--- src/rtl/rv32_bus_arb_pkg.sv ---
// Shared types for the RV32 instruction/data bus arbiter and its watchdog.
package rv32_bus_arb_pkg;

    typedef enum logic [1:0] {
        IDLE,
        BUSY_INSTR,
        BUSY_DATA
    } rv32_bus_arb_state_t;

    typedef enum logic {
        GRANT_INSTR,
        GRANT_DATA
    } rv32_bus_grant_t;

    // A disabled watchdog (timeout 0) still gets a 1-bit counter so the vector is never empty.
    function automatic int unsigned wd_cnt_width(input int unsigned timeout);
        return (timeout == 0) ? 1 : $clog2(timeout + 1);
    endfunction

endpackage

--- src/rtl/rv32_bus_watchdog.sv ---
// Saturating wait counter for a granted bus transfer; flags the final allowed wait cycle.
module rv32_bus_watchdog
    import rv32_bus_arb_pkg::*;
#(
    parameter int unsigned TIMEOUT = 255
) (
    input  logic clk,
    input  logic reset,
    input  logic clear,
    input  logic count,
    output logic expired
);

    localparam int unsigned CntW = wd_cnt_width(TIMEOUT);

    logic [CntW-1:0] cnt_q, cnt_d;

    always_comb begin
        cnt_d = cnt_q;
        if (clear) begin
            cnt_d = '0;
        end else if (count && (cnt_q != {CntW{1'b1}})) begin
            cnt_d = cnt_q + CntW'(1);
        end
    end

    always_ff @(posedge clk) begin
        if (reset) begin
            cnt_q <= '0;
        end else begin
            cnt_q <= cnt_d;
        end
    end

    assign expired = (TIMEOUT != 0) && (cnt_q == CntW'(TIMEOUT - 1));

endmodule

--- src/rtl/rv32_bus_arbiter.sv ---
// Arbitrates one memory bus between fetch (instr) and load/store (data) ports with a watchdog.
// Define RV32_BUS_ARB_ROUND_ROBIN_EN for round-robin tie-breaking; otherwise data wins ties.
module rv32_bus_arbiter
    import rv32_bus_arb_pkg::*;
#(
    parameter int unsigned TIMEOUT = 255
) (
    input  logic        clk,
    input  logic        reset,
    input  logic        instr_read_in,
    input  logic [31:0] instr_address_in,
    output logic        instr_ready_out,
    output logic        instr_fault_out,
    output logic [31:0] instr_read_value_out,
    input  logic        data_read_in,
    input  logic        data_write_in,
    input  logic [31:0] data_address_in,
    input  logic [3:0]  data_write_mask_in,
    input  logic [31:0] data_write_value_in,
    output logic        data_ready_out,
    output logic        data_fault_out,
    output logic [31:0] data_read_value_out,
    output logic        bus_read_out,
    output logic        bus_write_out,
    output logic [31:0] bus_address_out,
    output logic [3:0]  bus_write_mask_out,
    output logic [31:0] bus_write_value_out,
    input  logic [31:0] bus_read_value_in,
    input  logic        bus_ready_in
);

    rv32_bus_arb_state_t state_q, state_d;
    rv32_bus_grant_t     grant;
    rv32_bus_grant_t     tie_winner;
    logic                grant_valid;
    logic                done;
    logic                abort;
    logic                instr_req;
    logic                data_req;
    logic                wd_clear;
    logic                wd_count;
    logic                wd_expired;

    assign instr_req = instr_read_in;
    assign data_req  = data_read_in | data_write_in;

`ifdef RV32_BUS_ARB_ROUND_ROBIN_EN
    rv32_bus_grant_t last_grant_q, last_grant_d;

    always_comb begin
        last_grant_d = last_grant_q;
        if (done) begin
            last_grant_d = grant;
        end
        tie_winner = (last_grant_q == GRANT_INSTR) ? GRANT_DATA : GRANT_INSTR;
    end

    always_ff @(posedge clk) begin
        if (reset) begin
            last_grant_q <= GRANT_INSTR;
        end else begin
            last_grant_q <= last_grant_d;
        end
    end
`else
    assign tie_winner = GRANT_DATA;
`endif

    always_comb begin
        state_d     = state_q;
        grant       = GRANT_INSTR;
        grant_valid = 1'b0;
        done        = 1'b0;
        abort       = 1'b0;
        unique case (state_q)
            IDLE: begin
                if (instr_req || data_req) begin
                    grant_valid = 1'b1;
                    if (instr_req && data_req) begin
                        grant = tie_winner;
                    end else begin
                        grant = data_req ? GRANT_DATA : GRANT_INSTR;
                    end
                    if (bus_ready_in) begin
                        done = 1'b1;
                    end else begin
                        state_d = (grant == GRANT_DATA) ? BUSY_DATA : BUSY_INSTR;
                    end
                end
            end
            BUSY_INSTR, BUSY_DATA: begin
                grant_valid = 1'b1;
                grant       = (state_q == BUSY_DATA) ? GRANT_DATA : GRANT_INSTR;
                // A ready arriving on the expiry cycle completes normally.
                if (bus_ready_in) begin
                    done    = 1'b1;
                    state_d = IDLE;
                end else if (wd_expired) begin
                    done    = 1'b1;
                    abort   = 1'b1;
                    state_d = IDLE;
                end
            end
            default: state_d = IDLE;
        endcase
    end

    always_ff @(posedge clk) begin
        if (reset) begin
            state_q <= IDLE;
        end else begin
            state_q <= state_d;
        end
    end

    assign wd_clear = (state_q == IDLE) || done;
    assign wd_count = (state_q != IDLE);

    rv32_bus_watchdog #(
        .TIMEOUT (TIMEOUT)
    ) u_watchdog (
        .clk     (clk),
        .reset   (reset),
        .clear   (wd_clear),
        .count   (wd_count),
        .expired (wd_expired)
    );

    always_comb begin
        bus_read_out        = 1'b0;
        bus_write_out       = 1'b0;
        bus_address_out     = '0;
        bus_write_mask_out  = '0;
        bus_write_value_out = '0;
        instr_ready_out     = 1'b0;
        instr_fault_out     = 1'b0;
        data_ready_out      = 1'b0;
        data_fault_out      = 1'b0;
        if (grant_valid) begin
            if (grant == GRANT_DATA) begin
                bus_address_out     = data_address_in;
                bus_write_value_out = data_write_value_in;
                bus_read_out        = data_read_in & ~abort;
                bus_write_out       = data_write_in & ~abort;
                data_ready_out      = done;
                data_fault_out      = abort;
            end else begin
                bus_address_out = instr_address_in;
                bus_read_out    = instr_read_in & ~abort;
                instr_ready_out = done;
                instr_fault_out = abort;
            end
        end
        if (bus_write_out) begin
            bus_write_mask_out = data_write_mask_in;
        end
        if (reset) begin
            bus_read_out       = 1'b0;
            bus_write_out      = 1'b0;
            bus_write_mask_out = '0;
            instr_ready_out    = 1'b0;
            instr_fault_out    = 1'b0;
            data_ready_out     = 1'b0;
            data_fault_out     = 1'b0;
        end
        instr_read_value_out = instr_fault_out ? '0 : bus_read_value_in;
        data_read_value_out  = data_fault_out ? '0 : bus_read_value_in;
    end

endmodule

--- config.mk ---
export PLATFORM = sky130hd
export DESIGN_NAME = rv32_bus_arbiter
export DESIGN_NICKNAME = d
export VERILOG_FILES = /design/src/rtl/rv32_bus_arb_pkg.sv /design/src/rtl/rv32_bus_watchdog.sv /design/src/rtl/rv32_bus_arbiter.sv
export SDC_FILE = /design/constraint.sdc
export NUM_CORES = 1
export LEC_CHECK = 0
export CELL_PAD_IN_SITES_DETAIL_PLACEMENT = 0
export CELL_PAD_IN_SITES_GLOBAL_PLACEMENT = 2
export CORE_MARGIN = 2
export CORE_UTILIZATION = 10
export CTS_BUF_LIST = sky130_fd_sc_hd__clkbuf_2
export CTS_CLUSTER_DIAMETER = 50
export DETAILED_ROUTE_END_ITERATION = 16
export PLACE_DENSITY = 0.83
export SYNTH_ARGS = -nofsm -noshare
export SYNTH_HDL_FRONTEND = slang
export SYNTH_SLANG_ARGS = --single-unit
--- constraint.sdc ---
create_clock -name clk -period 6.5 [get_ports clk]
set_input_delay 1.95 -clock clk [delete_from_list [all_inputs] [get_ports clk]]
set_output_delay 1.95 -clock clk [all_outputs]
set_load 0.01 [all_outputs]
==> results.sh, run 1 <==
export IMPL_path_class="input port to output pin"
export IMPL_track_usage_pct=9.36
export IMPL_synth_edf_count=0
export IMPL_gr_total_overflow=0
export IMPL_synth_top_area_share_pct=31.2
export IMPL_worst_path_buf_inv=4
export IMPL_crit_chain="clkdlybuf4s50_1 -> o21ai_2 -> mux2_2 -> buf_4 -> nor4_2 -> buf_4 -> and2_1 -> clkdlybuf4s50_1"
export IMPL_power_static_leakage_nw=1.81
export IMPL_crit_arrival_ns=4.37
export IMPL_dpl_cell_area_um2=4870
export IMPL_io_buffers=275
export IMPL_multiInputGateArea_um2=1550
export IMPL_syn_avg_cell_area_um2=6.28
export IMPL_crit_family="buffers and inverters"
export IMPL_ir_worst_vdd_mv=0.0980
export IMPL_outcome="completed"
export IMPL_dr_pass1_iters=4
export IMPL_routed_wl_um=10400
export IMPL_p_per_area_nw_per_um2=172
export IMPL_post_route_drc_count=0
export IMPL_cts_root_buffer="clkbuf_2"
export IMPL_relSlewSlack_pct=73.5
export IMPL_netlist_area_um2=1880
export IMPL_maxSlewViolCount=0
export IMPL_ant_nets=0
export IMPL_viasPerCell=3.78
export IMPL_die_w_um=141
export IMPL_layout_drive_gt1_share_pct=4.96
export IMPL_synth_fp_nets=442
export IMPL_yosysUniqueCellTypes=40
export IMPL_tritoncts="yes"
export IMPL_rsz0062_at_grt="false"
export IMPL_min_period_ns=6.32
export IMPL_clkTransAtPathRegs_ns=0.09
export IMPL_grt_max_degree=34
export IMPL_stdcell_area_um2=4890
export IMPL_crit_slowest_cell="clkdlybuf4s50_1"
export IMPL_synth_area_top_cells="and2_1, nand2_1, dfxtp_1"
export IMPL_startpoint_type="input port"
export IMPL_seq_area_frac_synth_pct=10.6
export IMPL_grt_pass1_vias=2912
export IMPL_cts_buffers=3
export IMPL_clk_latency_ns=0.24
export IMPL_maxCapViolations=0
export IMPL_cts_htree_levels=1
export IMPL_crit_required_ns=4.55
export IMPL_synth_seq_cells=10
export IMPL_fill_cells=2034
export IMPL_ff_latch_area_um2=200
export IMPL_rows=50
export IMPL_place_gp_congestion=0.751
export IMPL_hold_path_class="flip-flop to flip-flop"
export IMPL_fin_skew_ns=0.00891
export IMPL_tns_ns=0
export IMPL_antenna_found_initial=1
export IMPL_core_area_um2=18600
export IMPL_n_antenna_cell=0
export IMPL_die_y_um=141
export IMPL_via_count=3018
export IMPL_clock_sinks=10
export IMPL_crit_fanout=9
export IMPL_yosysWarnings=0
export IMPL_total_power_mw=0.841
export IMPL_grt_pass1_wl_um=15100
export IMPL_min_period_over_period_pct=97.3
export IMPL_post_cts_setup_buffer_count=0
export IMPL_endpoint_kind="output pin"
export IMPL_yosys_area_top_type="and2_1"
export IMPL_finalHoldViolCount=0
export IMPL_synthesis_instances=300
export IMPL_tightest_slew_ns=0.393
export IMPL_finalSetupViolCount=0
export IMPL_die_area_um2=19900
export IMPL_yosys_most_used_dff="dfxtp_1"
export IMPL_place_hpwl_um=8540
export IMPL_clockBufferDepth=2
export IMPL_start_util_pct=10.1
export IMPL_first_iter_violations=90
export IMPL_fin_nets=708
export IMPL_max_stage_delay_ns=0.57
export IMPL_io_pins=276
export IMPL_ys_async_sr_fraction_pct=0
export IMPL_fmax_ghz=0.158
export IMPL_syn2layout_area_growth_pct=160
export IMPL_wl_per_cell_um=13.0
==> final timing paths <==
kind,startpoint,to,slack (ns),cells after the start
hold reg to reg,u_watchdog.cnt_q[4]$_SDFFE_PP0P_,u_watchdog.cnt_q[4]$_SDFFE_PP0P_,0.54,2
hold / removal,u_watchdog.cnt_q[4]$_SDFFE_PP0P_,u_watchdog.cnt_q[4]$_SDFFE_PP0P_,0.54,2
setup reg to reg,state_q[0]$_SDFFE_PP0P_,u_watchdog.cnt_q[7]$_SDFFE_PP0P_,4.64,6
setup / recovery,data_write_in,bus_write_mask_out[2],0.18,8
==> layout make-up <==
type,count,share of cell area [%]
timing repair buffer,282,57.3
clock buffer,3,0.307
multi-input combinational,262,31.8
sequential,10,4.09
inverter,7,0.537
tap,234,5.98
==> cell usage in the layout, fill, tap and decap left out, types with 3 or more instances in the layout <==
cell / synthesis / layout
a21oi_1: 34 / 34
and2_1: 94 / 94
and2_2: 6 / 6
buf_4: 0 / 7
clkbuf_2: 0 / 3
clkdlybuf4s50_1: 0 / 275
dfxtp_1: 10 / 10
ha_1: 4 / 4
inv_1: 7 / 7
nand2_1: 68 / 68
nand3_1: 4 / 4
nor2_1: 8 / 8
o211ai_1: 3 / 3
o21ai_0: 6 / 5
==> sequential cells by signal (all words and copies together), names as in the netlist <==
| name | count |
|---|---|
| u_watchdog.cnt_q | 8 |
| state_q | 2 |
==> synthesized netlist by cell type, types with 2 or more instances <==
cell / number
a211oi_1: 2
buf_6: 7
mux2i_1: 3
o31ai_1: 2
o21bai_1: 2
nor4_1: 3
nor2_1: 8
clkbuf_1: 10
a21oi_1: 34
a211o_1: 2
nand2_1: 68
or4_4: 2
o211ai_1: 3
dfxtp_1: 10
and2_1: 94
o21ai_0: 6
nand3_1: 4
ha_1: 4
and4b_1: 2
and2_2: 6
buf_1: 3
inv_1: 7
==> logic make-up after synthesis <==
| logic type | Yosys count | synth area share, % |
|---|---|---|
| compound gates | 56 | 17.6 |
| simple gates | 196 | 57.5 |
| xor+xnor | 2 | 0.930 |
| flops | 10 | 10.6 |
| mux | 4 | 2.19 |
| fa+ha+maj | 4 | 2.66 |
| buf+inv | 28 | 8.44 |
==> power by group <==
group | internal (mW) | leakage (nW) | switching, mW
clock network | 0.0126 | 0.0125 | 0.0189
registers | 0.0641 | 0.0809 | 0.00266
logic | 0.413 | 1.71 | 0.329
==> per-layer routing <==
metal | up-vias | share of wire, % | track usage (%)
met5 | - | 0 | 0
met4 | 0 | 0.41 | 0.632
met3 | 4 | 12 | 2.68
met2 | 215 | 48 | 17.8
met1 | 1282 | 39 | 10.8
li1 | 1517 | - | -
==> worst min-delay path, cell delays in order, from the launching register on <==
cell	delay (ns)
dfxtp_1	0.35
inv_1	0.08
a211oi_1	0.06
==> stage by stage <==
step	std cells	hold slack, ns	util [%]	setup WS [ns]
final	798	0.537	26.3	0.176
after global routing	798	0.600	26.3	0.0209
after detailed placement	795	0.520	26.2	0.0638
after global placement	795	0.518	26.2	0.0226
after floorplan	300	0.490	-	1.28
after CTS	798	0.536	26.3	0.0534
==> what timing repair did <==
item,CTS,global route
endpoints found under the setup margin,0,1
resized for setup,0,1
hold buffers,0,0
(Power assumes the default switching activity.)
==> inputs of run 2 (changes only) <==
- PLACE_DENSITY: 0.83 -> not set
- PLACE_DENSITY_LB_ADDON: not set -> 0.2
==> results.sh, run 2 (synthesized netlist as in run 1, its figures left out) <==
export IMPL_die_area_um2=19900
export IMPL_hold_start="u_watchdog.cnt_q[4]$_SDFFE_PP0P_"
export IMPL_r2r_cells=6
export IMPL_post_cts_setup_buffer_count=0
export IMPL_finalSetupViolCount=0
export IMPL_io_buffers=275
export IMPL_routed_wl_um=10500
export IMPL_cts_buffers=3
export IMPL_tightest_slew_ns=0.402
export IMPL_clock_sinks=10
export IMPL_pwr_share_clk_pct=4.1
export IMPL_min_period_ns=6.31
export IMPL_tns_ns=0
export IMPL_min_period_over_period_pct=97.1
export IMPL_grt_pass1_wl_um=15600
export IMPL_viasPerCell=3.77
export IMPL_cts_root_buffer="clkbuf_2"
export IMPL_wl_per_cell_um=13.2
export IMPL_syn2layout_area_growth_pct=161
export IMPL_dr_pass1_iters=4
export IMPL_largest_register_ffs=8
export IMPL_crit_end="data_read_value_out[0]"
export IMPL_power_frac_seq_pct=7.9
export IMPL_p_sw_mw=0.352
export IMPL_cts_htree_levels=1
export IMPL_tritoncts="yes"
export IMPL_path_class="input port to output pin"
export IMPL_ir_worst_vdd_mv=0.0838
export IMPL_comb_power_share_pct=88.0
export IMPL_die_w_um=141
export IMPL_grt_max_degree=34
export IMPL_clkTransAtPathRegs_ns=0.11
export IMPL_total_power_mw=0.850
export IMPL_ctsHoldBuffers=0
export IMPL_post_route_drc_count=0
export IMPL_clk_latency_ns=0.26
export IMPL_fmax_ghz=0.158
export IMPL_final_common_cell="clkdlybuf4s50_1"
export IMPL_dpl_cell_area_um2=4880
export IMPL_rsz0062_at_grt="false"
export IMPL_power_static_leakage_nw=1.81
export IMPL_track_usage_pct=9.63
export IMPL_core_area_um2=18600
export IMPL_start_util_pct=10.1
export IMPL_r2r_slack_ns=4.69
export IMPL_r2r_end="u_watchdog.cnt_q[7]$_SDFFE_PP0P_"
export IMPL_fin_nets=708
export IMPL_fin_skew_ns=0.0129
export IMPL_ant_nets=0
export IMPL_antenna_found_initial=1
export IMPL_outcome="completed"
export IMPL_rows=50
export IMPL_r2r_start="state_q[0]$_SDFFE_PP0P_"
export IMPL_place_hpwl_um=8710
export IMPL_crit_required_ns=4.55
export IMPL_stdcell_area_um2=4910
export IMPL_startpoint_type="input port"
export IMPL_die_y_um=141
export IMPL_io_pins=276
export IMPL_crit_arrival_ns=4.36
export IMPL_via_count=3017
export IMPL_endpoint_kind="output pin"
export IMPL_largest_register="u_watchdog.cnt_q"
export IMPL_final_cell_mix="clkdlybuf4s50_1, and2_1, nand2_1"
export IMPL_hold_path_cell_count=2
export IMPL_layout_drive_gt1_share_pct=4.96
export IMPL_maxSlewViolCount=0
export IMPL_cts_resized=0
export IMPL_cp_startpoint="data_read_in"
export IMPL_relSlewSlack_pct=73.0
export IMPL_power_internal_mw=0.498
export IMPL_maxCapViolations=0
export IMPL_first_iter_violations=105
export IMPL_switching_share_pct=41.4
export IMPL_grt_pass1_vias=2981
export IMPL_finalHoldViolCount=0
export IMPL_gr_total_overflow=0
export IMPL_p_per_area_nw_per_um2=173
export IMPL_clockBufferDepth=2
export IMPL_reg_top3="u_watchdog.cnt_q x8, state_q x2"
export IMPL_hold_path_class="flip-flop to flip-flop"
export IMPL_crit_fanout=33
export IMPL_place_gp_congestion=0.765
export IMPL_fill_cells=2005
==> run 2: power by group through the flow <==
stage	Combinational [mW]	Clock, mW	Sequential [mW]
6_report	0.748	0.0352	0.0668
5_1_grt	0.815	0.0415	0.0672
4_1_cts	0.763	0.0374	0.0668
3_5_place_dp	0.758	0	0.0682
3_3_place_gp	0.766	0	0.0681
2_1_floorplan	0.304	0	0.0673
==> run 2: final cells by class <==
| type | instances | area, um^2 | area share (%) |
|---|---|---|---|
| repair buffers | 282 | 2820 | 57.4 |
| multi-input cells | 262 | 1550 | 31.6 |
| well taps | 234 | 293 | 5.96 |
| flip-flops and latches | 10 | 200 | 4.08 |
| inverters | 7 | 26.3 | 0.535 |
| clock buffers | 3 | 15.0 | 0.306 |
| clock inverters | 1 | 3.75 | 0.0764 |
| diodes | 1 | 2.50 | 0.0509 |
==> run 2: how the worst min path moves through the flow <==
stage | to | slack (ns)
3_5_place_dp | u_watchdog.cnt_q[4]$_SDFFE_PP0P_ | 0.53
5_1_grt | u_watchdog.cnt_q[1]$_SDFFE_PP0P_ | 0.58
6_report | u_watchdog.cnt_q[4]$_SDFFE_PP0P_ | 0.55
4_1_cts | u_watchdog.cnt_q[4]$_SDFFE_PP0P_ | 0.55
3_3_place_gp | u_watchdog.cnt_q[4]$_SDFFE_PP0P_ | 0.53
2_1_floorplan | u_watchdog.cnt_q[4]$_SDFFE_PP0P_ | 0.49
==> run 2: layer usage <==
| metal | track usage [%] | wire length (um) |
|---|---|---|
| met1 | 10.7 | 4020 |
| met2 | 18.2 | 5130 |
| met3 | 3.06 | 1320 |
| met4 | 1.53 | 53 |
| met5 | 0 | 0 |
==> run 2: worst max-delay path: stages <==
cell and delay [ns]:
clkdlybuf4s50_1 0.57, o21ai_2 0.11, mux2_2 0.34, or4_4 0.65, and2_2 0.26, clkdlybuf4s50_1 0.47
==> run 2: through the flow <==
| stage | hold WS [ns] | setup WS (ns) | util [%] | std cells |
|---|---|---|---|---|
| after floorplan | 0.490 | 1.28 | - | 300 |
| after global placement | 0.528 | 0.0596 | 26.3 | 795 |
| after detailed placement | 0.529 | 0.0324 | 26.3 | 795 |
| after CTS | 0.551 | 0.0297 | 26.4 | 799 |
| after global routing | 0.583 | 0.0501 | 26.4 | 799 |
| final | 0.549 | 0.186 | 26.4 | 800 |
